**src/rtl/adder_arbiter_pkg.sv**
```systemverilog
// Shared sizes, types and the round-robin pick helper for the adder arbiter.
// All sizing lives here so the interface, FIFO and top always agree.
package adder_arb_pkg;

    localparam int NUM_REQ      = 4;
    localparam int C_DATA_WIDTH = 32;
    localparam int MAX_INFLIGHT = 8;
    localparam int ID_W         = $clog2(NUM_REQ);
    localparam int CNT_W        = $clog2(MAX_INFLIGHT) + 1;

    typedef logic [ID_W-1:0]  req_id_t;
    typedef logic [CNT_W-1:0] cnt_t;

    typedef struct packed {
        logic    found;
        req_id_t id;
    } rr_pick_t;

    // Lowest index at or after ptr (wrapping) with a valid request.
    function automatic rr_pick_t rr_pick(input logic [NUM_REQ-1:0] valid, input req_id_t ptr);
        rr_pick_t r;
        int       idx;
        r = '0;
        for (int k = NUM_REQ - 1; k >= 0; k--) begin
            idx = (int'(ptr) + k) % NUM_REQ;
            if (valid[idx]) begin
                r.found = 1'b1;
                r.id    = req_id_t'(idx);
            end
        end
        return r;
    endfunction

endpackage

```
**src/rtl/adder_arbiter_if.sv**
```systemverilog
// Stream bundle between the requesters, the shared adder and the arbiter.
// slave = arbiter view, master = environment (requesters + adder) view.
interface adder_arbiter_if;
    import adder_arb_pkg::*;

    logic [NUM_REQ-1:0]                req_tvalid;
    logic [NUM_REQ*2*C_DATA_WIDTH-1:0] req_tdata;
    logic [NUM_REQ-1:0]                req_tready;
    logic                              add_tvalid;
    logic [2*C_DATA_WIDTH-1:0]         add_tdata;
    logic                              add_tready;
    logic                              res_tvalid;
    logic [C_DATA_WIDTH-1:0]           res_tdata;
    logic                              res_tready;
    logic [NUM_REQ-1:0]                rsp_tvalid;
    logic [NUM_REQ*C_DATA_WIDTH-1:0]   rsp_tdata;
    logic [NUM_REQ-1:0]                rsp_tready;
    cnt_t                              inflight;
    logic                              err;

    modport slave (
        input  req_tvalid, req_tdata, add_tready, res_tvalid, res_tdata, rsp_tready,
        output req_tready, add_tvalid, add_tdata, res_tready, rsp_tvalid, rsp_tdata,
               inflight, err
    );

    modport master (
        output req_tvalid, req_tdata, add_tready, res_tvalid, res_tdata, rsp_tready,
        input  req_tready, add_tvalid, add_tdata, res_tready, rsp_tvalid, rsp_tdata,
               inflight, err
    );

endinterface

```
**src/rtl/adder_arbiter_tag_fifo.sv**
```systemverilog
// Requester-ID FIFO with first-word-fall-through head; routes adder results
// back in issue order.
module tag_fifo #(
    parameter int DEPTH = 8,
    parameter int W     = 2
) (
    input  logic                   aclk,
    input  logic                   aresetn,
    input  logic                   push,
    input  logic                   pop,
    input  logic [W-1:0]           din,
    output logic [W-1:0]           head,
    output logic                   full,
    output logic                   empty,
    output logic [$clog2(DEPTH):0] count
);

    localparam int PW = $clog2(DEPTH);

    logic [W-1:0]  mem [DEPTH];
    logic [PW-1:0] wr_ptr;
    logic [PW-1:0] rd_ptr;
    logic          do_push;
    logic          do_pop;

    assign empty   = (count == '0);
    assign full    = (count == (PW+1)'(DEPTH));
    assign do_pop  = pop & ~empty;
    // A push into a full FIFO is only taken if the same cycle frees an entry.
    assign do_push = push & (~full | do_pop);
    assign head    = mem[rd_ptr];

    always_ff @(posedge aclk or negedge aresetn) begin
        if (!aresetn) begin
            wr_ptr <= '0;
            rd_ptr <= '0;
            count  <= '0;
        end else begin
            if (do_push) wr_ptr <= wr_ptr + 1'b1;
            if (do_pop)  rd_ptr <= rd_ptr + 1'b1;
            unique case ({do_push, do_pop})
                2'b10:   count <= count + 1'b1;
                2'b01:   count <= count - 1'b1;
                default: count <= count;
            endcase
        end
    end

    always_ff @(posedge aclk) begin
        if (do_push) mem[wr_ptr] <= din;
    end

endmodule

```
**src/rtl/adder_arbiter.sv**
```systemverilog
// Round-robin front end sharing one pipelined adder among NUM_REQ requesters;
// a tag FIFO steers each in-order result back to the requester that issued it.
module adder_arbiter
    import adder_arb_pkg::*;
(
    input  logic           aclk,
    input  logic           aresetn,
    adder_arbiter_if.slave bus
);

    logic [2*C_DATA_WIDTH-1:0] slot_q;
    logic                      slot_v;
    req_id_t                   rr_ptr;
    logic                      err_q;

    rr_pick_t                  pick;
    logic                      slot_load_ok;
    logic                      accept;
    logic [NUM_REQ-1:0]        grant_oh;

    req_id_t                   head_id;
    logic                      fifo_full;
    logic                      fifo_empty;
    cnt_t                      fifo_count;
    logic                      res_rdy;
    logic                      pop;
    logic [NUM_REQ-1:0]        rsp_v;

    // Tags are pushed on request accept, so the FIFO count already includes the
    // held slot; a slot draining this cycle frees its place, hence full alone gates.
    assign slot_load_ok = (~slot_v | bus.add_tready) & ~fifo_full;

    always_comb begin
        pick     = rr_pick(bus.req_tvalid, rr_ptr);
        accept   = slot_load_ok & pick.found;
        grant_oh = '0;
        if (accept) grant_oh[pick.id] = 1'b1;
    end

    always_ff @(posedge aclk or negedge aresetn) begin
        if (!aresetn) begin
            slot_q <= '0;
            slot_v <= 1'b0;
            rr_ptr <= '0;
            err_q  <= 1'b0;
        end else begin
            if (accept) begin
                slot_q <= bus.req_tdata[int'(pick.id)*2*C_DATA_WIDTH +: 2*C_DATA_WIDTH];
                slot_v <= 1'b1;
                rr_ptr <= (pick.id == req_id_t'(NUM_REQ-1)) ? '0 : pick.id + 1'b1;
            end else if (bus.add_tready) begin
                slot_v <= 1'b0;
            end
            if (bus.res_tvalid & fifo_empty) err_q <= 1'b1;
        end
    end

    tag_fifo #(
        .DEPTH(MAX_INFLIGHT),
        .W    (ID_W)
    ) u_tag_fifo (
        .aclk   (aclk),
        .aresetn(aresetn),
        .push   (accept),
        .pop    (pop),
        .din    (pick.id),
        .head   (head_id),
        .full   (fifo_full),
        .empty  (fifo_empty),
        .count  (fifo_count)
    );

    // Only the head requester may take the result; others wait (no reordering).
    always_comb begin
        rsp_v = '0;
        if (bus.res_tvalid & ~fifo_empty) rsp_v[head_id] = 1'b1;
    end

    assign res_rdy = ~fifo_empty & bus.rsp_tready[head_id];
    assign pop     = bus.res_tvalid & res_rdy;

    assign bus.req_tready = grant_oh;
    assign bus.add_tvalid = slot_v;
    assign bus.add_tdata  = slot_q;
    assign bus.res_tready = res_rdy;
    assign bus.rsp_tvalid = rsp_v;
    assign bus.rsp_tdata  = {NUM_REQ{bus.res_tdata}};
    assign bus.inflight   = fifo_count;
    assign bus.err        = err_q;

endmodule

```
**src/flat_wrapper.sv**
```systemverilog
// flat-port wrapper written by rule: the top's interface ports become plain ports
module adder_arbiter_flat import adder_arb_pkg::*;
  (aclk, aresetn, bus_req_tvalid, bus_req_tdata, bus_add_tready, bus_res_tvalid, bus_res_tdata, bus_rsp_tready, bus_req_tready, bus_add_tvalid, bus_add_tdata, bus_res_tready, bus_rsp_tvalid, bus_rsp_tdata, bus_inflight, bus_err);
  adder_arbiter_if bus_i ();
  input  logic aclk;
  input  logic aresetn;
  input wire logic [$bits(bus_i.req_tvalid)-1:0] bus_req_tvalid;
  input wire logic [$bits(bus_i.req_tdata)-1:0] bus_req_tdata;
  input wire logic [$bits(bus_i.add_tready)-1:0] bus_add_tready;
  input wire logic [$bits(bus_i.res_tvalid)-1:0] bus_res_tvalid;
  input wire logic [$bits(bus_i.res_tdata)-1:0] bus_res_tdata;
  input wire logic [$bits(bus_i.rsp_tready)-1:0] bus_rsp_tready;
  output wire logic [$bits(bus_i.req_tready)-1:0] bus_req_tready;
  output wire logic [$bits(bus_i.add_tvalid)-1:0] bus_add_tvalid;
  output wire logic [$bits(bus_i.add_tdata)-1:0] bus_add_tdata;
  output wire logic [$bits(bus_i.res_tready)-1:0] bus_res_tready;
  output wire logic [$bits(bus_i.rsp_tvalid)-1:0] bus_rsp_tvalid;
  output wire logic [$bits(bus_i.rsp_tdata)-1:0] bus_rsp_tdata;
  output wire logic [$bits(bus_i.inflight)-1:0] bus_inflight;
  output wire logic [$bits(bus_i.err)-1:0] bus_err;
  assign bus_i.req_tvalid = bus_req_tvalid;
  assign bus_i.req_tdata = bus_req_tdata;
  assign bus_i.add_tready = bus_add_tready;
  assign bus_i.res_tvalid = bus_res_tvalid;
  assign bus_i.res_tdata = bus_res_tdata;
  assign bus_i.rsp_tready = bus_rsp_tready;
  assign bus_req_tready = bus_i.req_tready;
  assign bus_add_tvalid = bus_i.add_tvalid;
  assign bus_add_tdata = bus_i.add_tdata;
  assign bus_res_tready = bus_i.res_tready;
  assign bus_rsp_tvalid = bus_i.rsp_tvalid;
  assign bus_rsp_tdata = bus_i.rsp_tdata;
  assign bus_inflight = bus_i.inflight;
  assign bus_err = bus_i.err;
  adder_arbiter u_core (.aclk(aclk), .aresetn(aresetn), .bus(bus_i));
endmodule
```
**config.mk**
```make
export PLATFORM = sky130hd
export DESIGN_NAME = adder_arbiter_flat
export DESIGN_NICKNAME = d
export VERILOG_FILES = /design/src/rtl/adder_arbiter_pkg.sv /design/src/rtl/adder_arbiter_if.sv /design/src/rtl/adder_arbiter_tag_fifo.sv /design/src/rtl/adder_arbiter.sv /design/src/flat_wrapper.sv
export SDC_FILE = /design/constraint.sdc
export NUM_CORES = 1
export LEC_CHECK = 0
export CORE_AREA = 4 4 197 199
export CTS_CLUSTER_SIZE = 40
export DETAILED_ROUTE_END_ITERATION = 10
export DIE_AREA = 0 0 201 203
export MAX_ROUTING_LAYER = met4
export PLACE_DENSITY = 0.63
export SLEW_MARGIN = 10
export SYNTH_ARGS = -nofsm -noshare
export SYNTH_HDL_FRONTEND = slang
export SYNTH_SLANG_ARGS = --single-unit
```
**constraint.sdc**
```tcl
create_clock -name aclk -period 2.9 [get_ports aclk]
set_input_delay 0.29 -clock aclk [delete_from_list [all_inputs] [get_ports aclk]]
set_output_delay 0.29 -clock aclk [all_outputs]
set_load 0.1 [all_outputs]
```
==> results of run 1 <==
==> final timing paths <==
check,from,end,slack (ps),depth (start not counted)
hold reg to reg,u_core.bus.err,u_core.bus.err,470,1
hold / removal,u_core.bus.err,u_core.bus.err,470,1
min in group asynchronous,aresetn,u_core.bus.add_tdata[57],480,2
setup reg to reg,u_core.u_tag_fifo.rd_ptr[0],u_core.u_tag_fifo.count[3],-120,12
setup / recovery,u_core.u_tag_fifo.rd_ptr[0],u_core.u_tag_fifo.count[3],-120,12
max in group asynchronous,aresetn,u_core.u_tag_fifo.count[2],1740,3
==> cells in the final DEF (no fill, tap or decap), drive strengths merged, types with 2 or more instances in the layout <==
cell,count
nor4,3
mux2i,129
clkinv,3
nand3,2
mux4,4
clkbuf,9
nand2,74
nand2b,2
clkdlybuf4s50,266
o21ai,67
nor3b,2
a21o,3
xnor2,6
nor2b,4
a21oi,3
inv,14
edfxtp,16
buf,106
dfrtp,78
ha,9
nor4b,2
nor2,5
mux2,71
nor3,3
xor2,2
and2,3
==> area by class of cell <==
type	instances	area share [%]
clock buffer	9	2.182
inverter	10	0.3879
sequential	94	23.64
multi-input combinational	401	32.25
clock inverter	7	0.7395
timing repair buffer	373	35.06
tap	474	5.746
==> state kept, by name, indices dropped and copies added, names as in the netlist <==
| register | count |
|---|---|
| u_core.bus.add_tdata | 64 |
| u_core.u_tag_fifo.count | 4 |
| u_core.bus.add_tvalid | 1 |
| u_core.rr_ptr | 2 |
| u_core.u_tag_fifo.mem | 16 |
| u_core.u_tag_fifo.rd_ptr | 3 |
| u_core.bus.err | 1 |
| u_core.u_tag_fifo.wr_ptr | 3 |
==> what timing repair did <==
action                                  CTS  global route
resized for setup                         1             1
pin swaps                                 4             1
endpoints found under the setup margin    4             4
hold buffers                              1             0
endpoints found under the hold margin    42             0
gates cloned                              0             0
buffers inserted                          2             1
==> power groups by stage <==
stage                     Combinational [W]  Sequential (W)  Clock [W]
after floorplan                     0.00388         0.00587          0
after global placement              0.00880         0.00242          0
after detailed placement            0.00885         0.00244          0
after CTS                           0.00888         0.00242    0.00133
after global routing                0.00925         0.00251    0.00136
final                               0.00880         0.00241    0.00125
==> synthesized netlist by cell type (4+ instances only) <==
cell type and n:
xnor2_1 6, nor2_1 5, clkbuf_1 18, mux2_2 65
o21ai_1 66, ha_1 9, mux2i_1 129, nand2_1 73
inv_1 9, buf_4 136, buf_1 5, dfrtp_1 78
buf_2 6, mux2_4 4, edfxtp_1 16, nor2b_1 4
==> cells by family after synthesis <==
logic type,after synthesis
multiplexers,204
AND/OR/NAND/NOR,102
buffers and inverters,176
XOR/XNOR,8
adder cells (fa/ha/maj),10
AO/OA/AOI/OAI,77
flip-flops,94
==> through the flow <==
stage	setup WS [ps]	hold WS (ps)	instances
after detailed placement	-290.9	338.8	1348
after CTS	-155.6	468.5	1367
after global routing	-256.1	514.4	1368
final	-123.4	467.4	1368
after global placement	-215.5	336.6	1348
after floorplan	-135.1	-5.591	671
==> worst reg2reg max path: stages, from the launching register on <==
cell and delay (ps):
dfrtp_2 480, mux2_4 320, mux4_2 490, mux4_2 460, nand2_2 100, inv_2 50
ha_4 170, ha_4 200, a21o_1 160, a21oi_2 150, xnor2_1 140, nor2_1 70
xor2_1 130
==> metal layers <==
layer,wire [um],track usage (%),vias to the layer above
met4,501,4.326,0
met5,0,-,-
met1,8538,11.47,2434
li1,-,-,2638
met3,1406,2.939,32
met2,10450,17.16,211
==> results.toml, run 1 <==
[setup_path]
crit_path_start_kind = "register"
cp_top_family = "multiplexers"
crit_path_max_incr_delay_ps = 490
crit_path_cell_trace = "mux2_4 -> mux4_2 -> mux4_2 -> nand2_2 -> inv_2 -> ha_4 -> ha_4 -> a21o_1 -> a21oi_2 -> xnor2_1 -> nor2_1 -> xor2_1"
required_ps = 3150
criticalPathCategory = "reg2reg"
cp_max_fo = 7
end_kind = "register"
crit_slowest_cell = "mux4_2"
critPathBufInv = 1
crit_arrival_ps = 3280

[power]
intPower_w = 0.005379
power_density_nw_per_um2 = 1208
power_w = 0.01247
switchingPower_w = 0.007086
power_frac_comb_pct = 70.6
ir_worst_vdd_mv = 0.6694
p_clk_share_pct = 10.0
p_seq_share_pct = 19.3
leakagePower_nw = 4.476
switching_share_pct = 56.85

[cells_and_area]
multi_input_area_sq_um = 3328
finalCoreUtilization_pct = 27.73
syn2layout_area_growth_pct = 49.98
stdcell_area_sq_um = 10320
drive_gt1_share_pct = 23.71
nFillCells = 3913
seqCellArea_sq_um = 2440
nets = 1199
n_antenna_cell = 0

[grt]
antenna_found_initial = 0
grt_start_max_net_pins = 76
grt_pass1_vias = 5833
grt_pass1_wl_um = 31590
grtUsageTotal_pct = 10.23
grt-ovfl-total = 0

[clock_tree]
cts-root-buf = "clkbuf_16"
cts_tree = "built"
cts_buffer_depth = 2
insertion_delay_ps = 370
cts.htree.levels = 3
cts.sinks = 94
cts.clk_slew.worst_paths_ps = 80
numCtsBuffers = 9

[timing]
fin_skew_ps = 7.192
finalHoldViolations = 0
slew_viol_final = 0
relSlewSlack_pct = 48.82
fin_tns_setup_ps = -135.0
setup_viol = 2
min_period_ps = 3023
fmax_mhz = 330.8
tightest_slew_ps = 767.7
fin_ws_ps = -123.4
period_share_pct = 104.3
rsz0062_at_grt = "yes"

[detailed_routing]
dr_total_vias = 5315
via_per_inst = 3.885
post-route-drc-count = 0
routed_wl_um = 20900
dr.first_iter.drc_count = 179
routedWlPerCell_um = 15.28
ant_nets = 0
dr.pass1.iters = 4

[placement]
gp_congestion = 0.7262
portBuffers = 346
post_dp_cell_area_sq_um = 9986
place.detailed.hpwl_um = 16820

[logic_synthesis]
yosys.area.top_type = "dfrtp_1"
synth_cells = 671
synth_compound_gate_area_share_pct = 5.964
syn_nets = 981
synth_edf_count = 16
synth-xor-area-share_pct = 1.018
synthSimpleGateAreaFrac_pct = 6.491
synth_cell_types = 40
ys.flop_type = "dfrtp_1"
seq_area_frac_synth_pct = 35.35
netlist_area_sq_um = 6882
synth_area_leaders = "dfrtp_1, mux2i_1, buf_4, mux2_2, edfxtp_1"
yosys.area_share.adder_pct = 1.927
synth_warnings = 0
synth-seq-cells = 94
synthArstFlopShare_pct = 82.98
synth_top_area_share_pct = 28.36
synth_mux_area_share_pct = 32.02
synth.avg_cell_area_sq_um = 10.26
synth_top_family_by_area = "multiplexers"

[floorplan]
ios = 507
die-area_sq_um = 40800
start_util_pct = 18.49
die_h_um = 203
die_w_um = 201
core_sq_um = 37220
rows = 71

[flow_run]
cap_violations = 0

[run_status]
status = "finished with violations"
violations = "negative setup slack"

[worst_hold_path]
min_path_type = "reg2reg"
(Power assumes the default switching activity.)
==> run 2, diff against run 1 <==
- CORE_AREA: 4 4 197 199 -> 4 4 194 196
- DIE_AREA: 0 0 201 203 -> 0 0 198 200
- PLACE_DENSITY: 0.63 -> 0.62
- clock period: 2.9 -> 3.1 ns (I/O delays scaled with it)
==> run 2 against run 1 <==
  * The run ends with negative hold slack left
  * Sequential power down 7%
  * Non-clock buffer count shrank 8
  * Clock power fell by 13%
  * Sequential cell count stayed put
  * Worst setup slack better by 180 ps
  * Global-route usage up 0.23 points
  * Clock skew is 2.6 ps higher
  * Die area fell by 2.9%
  * Total power decreased by 7.1%
  * Register-to-register slack improved by 180 ps
  * Critical path type unchanged
  * Largest power group unchanged
==> results.toml, run 2 (same netlist as run 1, synthesis figures left out) <==
[placement]
portBuffers = 346
place.detailed.hpwl_um = 17290
placed_cells = 1337
gp_congestion = 0.7641

[cells_and_area]
drive_gt1_share_pct = 19.64
finalCoreUtilization_pct = 28.59
layout_commonest_cell = "clkdlybuf4s50_1"
final_cell_mix = "clkdlybuf4s50_1, mux2i_1, nand2_1"
nFillCells = 3831
multi_input_area_sq_um = 3329
nets = 1191
seqCellArea_sq_um = 2440
largest_register_ffs = 64
n_antenna_cell = 0
stdcell_count = 1354
syn2layout_area_growth_pct = 49.91

[timing]
setup_viol = 0
slew_viol_final = 0
period_share_pct = 98.05
fin_hold_ws_ps = -21.80
rsz0062_at_grt = "yes"
tightest_slew_ps = 1002
relSlewSlack_pct = 32.98
min_period_ps = 3039
fmax_mhz = 329.0
finalHoldViolations = 13
fin_skew_ps = 9.807

[power]
ir_worst_vdd_mv = 0.8202
power_density_nw_per_um2 = 1122
leakagePower_nw = 4.404

[clock_tree]
ctsHoldBuffers = 0
cts-root-buf = "clkbuf_16"
cts.htree.levels = 3
cts.sinks = 94
cts_tree = "built"
cts_buffer_depth = 2
insertion_delay_ps = 340
numCtsBuffers = 9
cts.clk_slew.worst_paths_ps = 70

[detailed_routing]
routed_wl_um = 21230
post-route-drc-count = 0
dr.first_iter.drc_count = 112
via_per_inst = 3.897
dr_total_vias = 5277
routedWlPerCell_um = 15.68
dr.pass1.iters = 4
ant_nets = 0

[setup_path]
end_kind = "register"
crit_arrival_ps = 3270
required_ps = 3330
cp_max_fo = 8
crit_path_start_kind = "register"
criticalPathCategory = "reg2reg"

[grt]
grt-ovfl-total = 0
grtUsageTotal_pct = 10.46
grt_pass1_vias = 5588
grt_pass1_wl_um = 31390
grt_start_max_net_pins = 84
antenna_found_initial = 0

[floorplan]
core_sq_um = 36080
ios = 507
start_util_pct = 19.07
die_w_um = 198
die_h_um = 200
rows = 70
die-area_sq_um = 39600

[run_status]
status = "finished with violations"
violations = "negative hold slack"

[flow_run]
cap_violations = 0

[worst_hold_path]
min_path_type = "in2async"
==> run 2: worst max-delay path, cell delays in order (launching register included) <==
cell	delay, ps
dfrtp_2	490
mux2_4	310
mux4_2	500
mux4_2	470
nand2_2	100
inv_2	50
ha_4	160
ha_4	200
a21o_1	160
a21oi_2	140
xnor2_1	130
nor2_1	70
xor2_1	140
==> run 2: area by class of cell <==
type	instances	area share, %
well taps	468	5.676
clock inverters	4	0.3275
inverters	10	0.3881
repair buffers	365	35.29
multi-input cells	401	32.27
clock buffers	12	2.389
flip-flops and latches	94	23.65
==> run 2: power by group <==
group          switching (W)  internal, W  leakage, nW  total [W]
Sequential          0.000390      0.00185         1.08    0.00224
Clock               0.000515     0.000574        0.133    0.00109
Combinational        0.00561      0.00263         3.19    0.00824
Total                0.00652      0.00506         4.40     0.0116
==> run 2: path summary, 6_finish.rpt <==
kind | start | to | slack, ps | cells after the start
hold reg to reg | u_core.bus.err | u_core.bus.err | 450 | 1
hold / removal | aresetn | u_core.bus.add_tdata[56] | -20 | 1
max in group asynchronous | aresetn | u_core.u_tag_fifo.rd_ptr[0] | 2470 | 2
min in group aclk | u_core.bus.err | u_core.bus.err | 450 | 1
setup reg to reg | u_core.u_tag_fifo.rd_ptr[0] | u_core.u_tag_fifo.count[3] | 60 | 12
setup / recovery | u_core.u_tag_fifo.rd_ptr[0] | u_core.u_tag_fifo.count[3] | 60 | 12
==> run 2: metrics by stage <==
step                hold slack, ps  setup slack [ps]  TNS (ps)  total power, W  area, sq um
finish                      -21.80             60.50         0         0.01158        10320
global route                 37.67            -115.4    -115.4         0.01223        10320
CTS                          7.327             44.43         0         0.01177        10320
detailed placement           418.7            -145.4    -145.4         0.01059        10010
global placement             390.9            -73.46    -73.46         0.01052        10010
floorplan                    14.41             8.006         0        0.009105         6912
==> run 2: timing repair <==
item / 4_1_cts / 5_1_grt
endpoints found under the setup margin: 1 / 1
pin swaps: 4 / 0
resized for setup: 3 / 0
setup buffers: 1 / 0
==> run 2: routing by layer <==
| metal | GRT usage (%) | vias up | part of all wire (%) |
|---|---|---|---|
| met3 | 2.702 | 45 | 7.0 |
| met1 | 12.26 | 2426 | 40 |
| met4 | 3.902 | 0 | 2.7 |
| met5 | - | - | 0 |
| li1 | - | 2612 | - |
| met2 | 17.36 | 194 | 50 |
